[src/rtl/imem_loader_if.sv]
// Byte stream in, instruction memory write port out.
// Shared by the loader and whoever feeds or watches it.
interface imem_loader_if #(
    parameter int ADDR_WIDTH = 8
) ();
    logic [7:0]            i_rx_data;
    logic                  i_rx_valid;
    logic                  o_imem_we;
    logic [ADDR_WIDTH-1:0] o_imem_addr;
    logic [31:0]           o_imem_wdata;

    modport master (
        input  i_rx_data,
        input  i_rx_valid,
        output o_imem_we,
        output o_imem_addr,
        output o_imem_wdata
    );

    modport slave (
        output i_rx_data,
        output i_rx_valid,
        input  o_imem_we,
        input  o_imem_addr,
        input  o_imem_wdata
    );
endinterface

[src/rtl/imem_loader.sv]
// Boot loader: packs big-endian bytes into words, writes them
// to instruction memory from word 0, holds the core until the end marker.
module imem_loader #(
    parameter int          DATA_WIDTH = 32,
    parameter int          ADDR_WIDTH = 8,
    parameter int          MAX_WORDS  = 256,
    parameter logic [31:0] END_MARKER = 32'hFFFF_FFFF
) (
    input  logic                clk,
    input  logic                reset,
    input  logic                i_start,
    imem_loader_if.master       bus,
    output logic                o_cpu_hold,
    output logic                o_done,
    output logic                o_error,
    output logic [ADDR_WIDTH:0] o_word_count
);
    typedef enum logic [1:0] {
        IDLE,
        RECV,
        DONE,
        ERROR
    } state_t;

    localparam logic [ADDR_WIDTH:0] MAXC = (ADDR_WIDTH+1)'(MAX_WORDS);
    localparam logic [ADDR_WIDTH:0] ONE  = (ADDR_WIDTH+1)'(1);

    state_t                  state_q, state_n;
    logic [ADDR_WIDTH:0]     count_q, count_n;
    logic [1:0]              idx_q, idx_n;
    logic [DATA_WIDTH-9:0]   asm_q, asm_n;
    logic                    we_q, we_n;
    logic [ADDR_WIDTH-1:0]   addr_q, addr_n;
    logic [DATA_WIDTH-1:0]   wdata_q, wdata_n;
    logic [DATA_WIDTH-1:0]   word;

    // State, assembly and registered write port
    always_ff @(posedge clk) begin
        if (reset) begin
            state_q <= IDLE;
            count_q <= '0;
            idx_q   <= '0;
            asm_q   <= '0;
            we_q    <= 1'b0;
            addr_q  <= '0;
            wdata_q <= '0;
        end else begin
            state_q <= state_n;
            count_q <= count_n;
            idx_q   <= idx_n;
            asm_q   <= asm_n;
            we_q    <= we_n;
            addr_q  <= addr_n;
            wdata_q <= wdata_n;
        end
    end

    assign word = {asm_q, bus.i_rx_data};

    // Next state: byte shifting, word completion, marker and overflow
    always_comb begin
        state_n = state_q;
        count_n = count_q;
        idx_n   = idx_q;
        asm_n   = asm_q;
        we_n    = 1'b0;
        addr_n  = addr_q;
        wdata_n = wdata_q;
        unique case (state_q)
            RECV: begin
                if (bus.i_rx_valid) begin
                    asm_n = word[DATA_WIDTH-9:0];
                    idx_n = idx_q + 2'd1;
                    if (idx_q == 2'd3) begin
                        if (word == END_MARKER) begin
                            state_n = DONE;
                        end else if (count_q == MAXC) begin
                            state_n = ERROR;
                        end else begin
                            we_n    = 1'b1;
                            addr_n  = count_q[ADDR_WIDTH-1:0];
                            wdata_n = word;
                            count_n = count_q + ONE;
                        end
                    end
                end
            end
            default: begin
                if (i_start) begin
                    state_n = RECV;
                    count_n = '0;
                    idx_n   = '0;
                    asm_n   = '0;
                end
            end
        endcase
    end

    assign bus.o_imem_we    = we_q;
    assign bus.o_imem_addr  = addr_q;
    assign bus.o_imem_wdata = wdata_q;
    assign o_cpu_hold       = (state_q != DONE);
    assign o_done           = (state_q == DONE);
    assign o_error          = (state_q == ERROR);
    assign o_word_count     = count_q;
endmodule

[src/flat_wrapper.sv]
// flat-port wrapper written by rule: the top's interface ports become plain ports
module imem_loader_flat 
#(
    parameter int          DATA_WIDTH = 32,
    parameter int          ADDR_WIDTH = 8,
    parameter int          MAX_WORDS  = 256,
    parameter logic [31:0] END_MARKER = 32'hFFFF_FFFF
)
  (clk, reset, i_start, o_cpu_hold, o_done, o_error, o_word_count, bus_i_rx_data, bus_i_rx_valid, bus_o_imem_we, bus_o_imem_addr, bus_o_imem_wdata);
  imem_loader_if #(.ADDR_WIDTH(ADDR_WIDTH)) bus_i ();
  input  logic clk;
  input  logic reset;
  input  logic i_start;
  output logic o_cpu_hold;
  output logic o_done;
  output logic o_error;
  output logic [ADDR_WIDTH:0] o_word_count;
  input wire logic [$bits(bus_i.i_rx_data)-1:0] bus_i_rx_data;
  input wire logic [$bits(bus_i.i_rx_valid)-1:0] bus_i_rx_valid;
  output wire logic [$bits(bus_i.o_imem_we)-1:0] bus_o_imem_we;
  output wire logic [$bits(bus_i.o_imem_addr)-1:0] bus_o_imem_addr;
  output wire logic [$bits(bus_i.o_imem_wdata)-1:0] bus_o_imem_wdata;
  assign bus_i.i_rx_data = bus_i_rx_data;
  assign bus_i.i_rx_valid = bus_i_rx_valid;
  assign bus_o_imem_we = bus_i.o_imem_we;
  assign bus_o_imem_addr = bus_i.o_imem_addr;
  assign bus_o_imem_wdata = bus_i.o_imem_wdata;
  imem_loader #(.DATA_WIDTH(DATA_WIDTH), .ADDR_WIDTH(ADDR_WIDTH), .MAX_WORDS(MAX_WORDS), .END_MARKER(END_MARKER)) u_core (.clk(clk), .reset(reset), .i_start(i_start), .bus(bus_i), .o_cpu_hold(o_cpu_hold), .o_done(o_done), .o_error(o_error), .o_word_count(o_word_count));
endmodule
[config.mk]
export PLATFORM = sky130hd
export DESIGN_NAME = imem_loader_flat
export DESIGN_NICKNAME = d
export VERILOG_FILES = /design/src/rtl/imem_loader_if.sv /design/src/rtl/imem_loader.sv /design/src/flat_wrapper.sv
export SDC_FILE = /design/constraint.sdc
export NUM_CORES = 1
export LEC_CHECK = 0
export ABC_AREA = 1
export CAP_MARGIN = 30
export CORE_UTILIZATION = 46
export DETAILED_ROUTE_END_ITERATION = 6
export GPL_ROUTABILITY_DRIVEN = 1
export GPL_TIMING_DRIVEN = 0
export PLACE_DENSITY = 0.75
export SKIP_CTS_REPAIR_TIMING = 1
export SLEW_MARGIN = 20
export SYNTH_ARGS = -nofsm -noshare
export SYNTH_HDL_FRONTEND = slang
export SYNTH_SLANG_ARGS = --single-unit
export TNS_END_PERCENT = 5
[constraint.sdc]
create_clock -name clk -period 1.4 [get_ports clk]
set_input_delay 0.21 -clock clk [delete_from_list [all_inputs] [get_ports clk]]
set_output_delay 0.21 -clock clk [all_outputs]
set_load 0.02 [all_outputs]
==> metrics.txt, run 1 <==
setup repair after global routing missed its margin=true; Placement Rows=30; worst-skew pair later-pin latency=0.36 ns; initial antenna violation count=0; gr usage total=22.89%; PwrDens=approximately 930 nW/um^2; post-detailed-routing wire length=about 8600 um; gpl congestion=0.8543; Clock Pin Slew Worst Setup and Hold Paths=around 0.08 ns; fillcell total=592; post-route DRC violation count=0; CTS tree=yes; Setup Total Neg Slack=-10.62 ns; via count=3343; die width=between 80 and 90 um; Critical Path RT=1.62 ns; Logic pwr share=6.3%; ant diodes=0; post-synthesis cell type count=23; largest net degree at the start of global routing=15; worst-margin pin slew=0.5815 ns; first-pass GRT wire length=roughly 13000 um; root buf cell=clkbuf_8; DIE AREA=7465 um^2; failing checks=negative setup slack; arrival time of the worst setup path=1.90 ns; NumNets Final=552; layout cells sized above 1=17.90%; clk buf depth=2; wire per inst=13.51 um; clk_skew=0.007615 ns; #FFs+latches synth=78; H-tree depth=3; average cell area after synthesis=around 7.3 um^2; Antenna Nets Post-Route=0; Vias/cell=around 5.2; gr ovfl total=0; total area of sequential cells=roughly 1600 um^2; sequential share of power=51.3%; Sw Ratio=around 24%; Pins Over Slew Limit=0; Hold Crit Class=primary input to register; most common cell after layout, fill and taps aside=nand2_1; element type at the critical path end=register; outcome=complete, but fails checks; Starting Density=around 48%; die height=roughly 86 um; FF-to-FF setup slack=-0.28 ns; Leakage=2.551 nW; Seq/Total Area, Yosys=47.65%; element type at the critical path start=register; Post-Synthesis Cells=roughly 450; CP max FO=8; Int Pwr=roughly 0.0033 W; final setup violating endpoints=about 70; IO buf count=63; Util after Layout=68.86%; vias in the first global route=2837; dpl hpwl=between 5000 and 6000 um; # IOs=65; clock power share=42.5%; DRT Pass-1 Iters=5; area of the multi-input gates=between 1500 and 2000 um^2; period utilization=119.7%; Crit Path Class=register to register; cell area after synthesis=3277 um^2; Max Freq=596.9 MHz; maximum vdd drop=between 600 and 700 uV; Mapped Nets=464; cts bufs inserted=9; Layout Cells excl Fill=between 600 and 700; area of the core=roughly 6800 um^2; min setup slack post-route=-0.2752 ns; Area growth syn-to-layout=43.57%; dpl cells=608; Psw=0.001056 W; initial DRC count=218; most frequent cells in the layout=nand2_1 (107), nand3_1 (86), a21oi_1 (68); final hold viol count=0; Tmin final=1.675 ns; Yosys warnings=0; Max Cap Viol=0; Slew HR=between 60% and 70%; clk sinks=78
## critical path, stage by stage, from the launching register on
cell and delay, ns:
dfxtp_2 0.34, inv_4 0.08, nand2_8 0.07, nor2_8 0.17, nand2_4 0.08, nor2_4 0.24
nand2_4 0.11, buf_8 0.15, buf_4 0.14, nand3_1 0.08, a21oi_2 0.06
## cell families (layout without fill, tap and decap cells)
family                     count (synthesis)  in the layout  share of synthesized area [%]
buffers and inverters                     49            142                          6.491
and+or+nand+nor                          238            238                          32.34
DFF                                       78             78                          47.65
adders and majority gates                  3              3                          1.146
AOI/OAI and AO/OA                         81             81                          12.37
## through the flow
stage / power (W) / hold slack (ns) / instance area, um^2 / setup WS (ns)
after floorplan: 0.002448 / 0.3573 / 3294 / -0.1224
after global placement: 0.002540 / 0.4437 / 4045 / -0.6301
after detailed placement: 0.002543 / 0.4527 / 4045 / -0.6707
after CTS: 0.004367 / 0.2233 / 4268 / -0.3302
after global routing: 0.004529 / 0.1852 / 4705 / -0.3507
final: 0.004395 / 0.1710 / 4705 / -0.2752
## power groups by stage
stage | Sequential [W] | Combinational (W) | Clock, W
2_1_floorplan | 0.00230 | 0.000152 | 0
3_3_place_gp | 0.00230 | 0.000240 | 0
3_5_place_dp | 0.00230 | 0.000242 | 0
4_1_cts | 0.00225 | 0.000243 | 0.00188
5_1_grt | 0.00226 | 0.000301 | 0.00197
6_report | 0.00225 | 0.000275 | 0.00187
## synth_stat cells
cell / instances / share of area [%]
o21ai_1: 1 / 0.15
buf_2: 11 / 1.7
nand3_1: 87 / 13
clkbuf_1: 15 / 1.7
nor3b_1: 2 / 0.46
clkinv_1: 1 / 0.11
dfxtp_1: 78 / 48
o21ai_0: 3 / 0.46
buf_1: 2 / 0.23
nand4_1: 1 / 0.19
nand2_2: 2 / 0.38
nand2_1: 113 / 13
nand2_4: 2 / 0.69
a21oi_1: 77 / 12
inv_1: 17 / 1.9
inv_2: 1 / 0.11
buf_6: 2 / 0.69
nor2_8: 1 / 0.61
nor2_1: 27 / 3.1
nor3_1: 1 / 0.15
nor2_4: 1 / 0.34
nor2_2: 1 / 0.19
ha_1: 3 / 1.1
## worst paths after layout
path / endpoint / startpoint / cells after the start
worst min register to register: u_core.bus.o_imem_wdata[21] / u_core.bus.o_imem_wdata[21] / 2
worst max-delay path: u_core.o_word_count[6] / u_core.state_q[1] / 10
worst min-delay path: u_core.asm_q[4] / bus_i_rx_data[4] / 3
worst max register to register: u_core.o_word_count[6] / u_core.state_q[1] / 10
## area by class of cell
| class | instances | share of cell area [%] |
|---|---|---|
| Multi-Input combinational cell | 322 | 34.23 |
| Timing Repair Buffer | 79 | 19.15 |
| Clock inverter | 7 | 2.101 |
| Sequential cell | 78 | 33.78 |
| Clock buffer | 9 | 2.633 |
| Buffer | 28 | 3.936 |
| Inverter | 19 | 1.622 |
| Tap cell | 96 | 2.553 |
## per-layer routing
layer  part of all wire, %  global-route usage, %  routed length [um]  up-vias
met4                   1.4                  7.727                 117        0
met3                   6.3                  5.429                 542       15
met2                    46                  35.86                4000      118
met5                     0                      0                   0        -
li1                      -                      -                   -     1664
met1                    46                  31.11                3959     1546
## registers in the layout, summed over array words and instances (netlist names)
name / flops
u_core.asm_q: 24
u_core.bus.o_imem_addr: 8
u_core.bus.o_imem_wdata: 32
u_core.bus.o_imem_we: 1
u_core.idx_q: 2
u_core.o_word_count: 9
u_core.state_q: 2
Note: power is estimated with default switching activity, not from simulation.
==> run 2: changes to the inputs <==
--- a/config.mk
+++ b/config.mk
@@ -11,7 +11,7 @@
 export DETAILED_ROUTE_END_ITERATION = 6
 export GPL_ROUTABILITY_DRIVEN = 1
 export GPL_TIMING_DRIVEN = 0
-export PLACE_DENSITY = 0.75
+export PLACE_DENSITY = 0.83
 export SKIP_CTS_REPAIR_TIMING = 1
 export SLEW_MARGIN = 20
 export SYNTH_ARGS = -nofsm -noshare
==> run 2 against run 1 <==
The run still ends with negative setup slack left. Power is 5.4% higher. Worst setup slack worse by 0.021 ns. Cell count is 0.94% lower. Flip-flop and latch count stayed put. Die area stayed put. Routed wire length is 0.93% lower. Register-to-register slack worse by 0.02 ns. Critical path type unchanged. Critical endpoint is now u_core.bus.o_imem_wdata[17]. Highest routed layer unchanged.
==> metrics.txt, run 2 (synthesis results as in run 1) <==
outcome=complete, but fails checks; failing checks=negative setup slack; placed instance area=4045 um^2 (unchanged); CTS tree=yes; wire per inst=13.51 um (about the same); CP max FO=11 (+3); element type at the critical path end=register; worst-skew pair later-pin latency=0.35 ns (about the same); post-route DRC violation count=0 (unchanged); worst-margin pin slew=0.5078 ns (-0.07365 ns); Sw Ratio=21.27% (-2.8 points); # IOs=65 (unchanged); worst stage delay on the critical path=0.38 ns (+0.04 ns); gr usage total=22.68% (-0.21 points); Vias/cell=5.347 (+2.0%); Most common cell on crit path=nand2_4; layout cells sized above 1=12.50% (-5.4 points); NumNets Final=547 (-0.91%); most frequent cells in the layout=nand2_1 (113), nand3_1 (87), a21oi_1 (77); DRT Pass-1 Iters=5 (unchanged); Psw=0.0009850 W (-6.7%); H-tree depth=3 (unchanged); DIE AREA=7465 um^2 (unchanged); Int Pwr=0.003646 W (+9.2%); met2 WL=4040 um (+1.0%); min setup slack post-route=-0.2958 ns (-0.02063 ns); die height=86.40 um (unchanged); post-detailed-routing wire length=8539 um (-0.93%); Max Cap Viol=0 (unchanged); Logic pwr share=5.9% (-0.4 points); Starting Density=47.97% (unchanged); clk buf depth=2 (unchanged); arrival time of the worst setup path=1.92 ns (+0.02 ns); area of the multi-input gates=1541 um^2 (-4.3%); met3 routed WL=563 um (+3.9%); Tmin final=1.696 ns (+0.02063 ns); clk_skew=0.01044 ns (+0.002823 ns); highest routed layer=met4; fillcell total=575 (-2.9%); vias in the first global route=2986 (+5.3%); largest net degree at the start of global routing=13 (-2); max reg flops=32 (unchanged); Crit Path Class=register to register; cts bufs inserted=9 (unchanged); PwrDens=1015 nW/um^2 (+8.6%); most common cell after layout, fill and taps aside=nand2_1; Antenna Nets Post-Route=0 (unchanged); clk sinks=78 (unchanged); via count=3379 (+1.1%); crit-path cells=nand2_4 > nor2_8 > nand2_4 > nor2_4 > nand2_4 > buf_6 > buf_6 > nand2_1 > a21oi_1; dpl hpwl=5741 um (-1.6%); Placement Rows=30 (unchanged); Clock Pin Slew Worst Setup and Hold Paths=0.08 ns (about the same); final setup violating endpoints=72 (unchanged); Pins Over Slew Limit=0 (unchanged); element type at the critical path start=register; first-pass GRT wire length=13350 um (-0.62%); met1 WL=3831 um (-3.2%); Area growth syn-to-layout=39.29%; gpl congestion=0.8724 (+2.1%); Hold Crit Class=primary input to register; final hold viol count=0 (unchanged); slowest cell on the critical path=dfxtp_2; initial DRC count=198 (-9.2%); area of the core=6832 um^2 (unchanged); Hold Slack=0.2214 ns (+0.05046 ns); setup repair after global routing missed its margin=true; gr ovfl total=0 (unchanged); IO buf count=63 (unchanged); post-route cell area=4564 um^2 (-3.0%); maximum vdd drop=537.9 uV (-20%); clock power share=45.5% (+3.0 points); total area of sequential cells=1580 um^2 (-0.55%); period utilization=121.1% (+1.5 points); ant diodes=0 (unchanged); Slew HR=66.14% (+4.9 points); Critical Path RT=1.63 ns (about the same); die width=86.40 um (unchanged); root buf cell=clkbuf_8; Max Freq=589.7 MHz (-1.2%); initial antenna violation count=0 (unchanged); sequential share of power=48.6% (-2.7 points); Leakage=2.518 nW (-1.3%)
run 2: through the flow:
step	worst slack, ns	utilization [%]	TNS (ns)	cells	power, W
after floorplan	-0.1224	-	-2.512	449	0.002448
after global placement	-0.6295	59.21	-38.04	608	0.002540
after detailed placement	-0.6469	59.21	-38.85	608	0.002543
after CTS	-0.3392	62.95	-25.81	623	0.004612
after global routing	-0.3737	66.81	-20.65	632	0.004770
final	-0.2958	66.81	-14.42	632	0.004631
run 2: final timing paths:
path,start,to,slack (ns),cells past startpoint
hold / removal,bus_i_rx_data[0],u_core.asm_q[0],0.22,3
setup reg to reg,u_core.state_q[0],u_core.bus.o_imem_wdata[17],-0.30,9
setup / recovery,u_core.state_q[0],u_core.bus.o_imem_wdata[17],-0.30,9
hold reg to reg,u_core.bus.o_imem_addr[1],u_core.bus.o_imem_addr[1],0.46,2
run 2: cell type report:
class | instances | share of cell area [%]
flip-flops and latches | 78 | 34.62
multi-input cells | 323 | 33.77
repair buffers | 71 | 18.09
plain buffers | 30 | 3.728
clock buffers | 12 | 3.618
well taps | 96 | 2.632
clock inverters | 3 | 1.974
inverters | 19 | 1.562
run 2: worst max-delay path, delay by kind of cell, from the launching register on:
kind	cells	cell delay, ns
AND/OR/NAND/NOR	6	0.83
buffers and inverters	2	0.29
AO/OA/AOI/OAI	1	0.05
flip-flops	1	0.38
run 2: layer usage:
| layer | vias to the layer above | GRT usage (%) |
|---|---|---|
| li1 | 1654 | - |
| met1 | 1577 | 30.07 |
| met2 | 140 | 37.23 |
| met3 | 8 | 3.429 |
| met4 | 0 | 9.091 |
| met5 | - | 0 |
run 2: power groups by stage:
stage	registers (W)	logic (W)	clock network (W)
after floorplan	0.00230	0.000152	0
after detailed placement	0.00230	0.000242	0
after global routing	0.00225	0.000294	0.00222
after CTS	0.00225	0.000245	0.00212
after global placement	0.00230	0.000240	0
final	0.00225	0.000272	0.00211
==> run 3: changes to the inputs <==
--- a/config.mk
+++ b/config.mk
@@ -8,6 +8,7 @@
 export ABC_AREA = 1
 export CAP_MARGIN = 30
 export CORE_UTILIZATION = 46
+export CTS_CLUSTER_DIAMETER = 80
 export DETAILED_ROUTE_END_ITERATION = 6
 export GPL_ROUTABILITY_DRIVEN = 1
 export GPL_TIMING_DRIVEN = 0
==> results of run 3 <==
The final DEF is identical to that of run 2; final timing and power are the same.
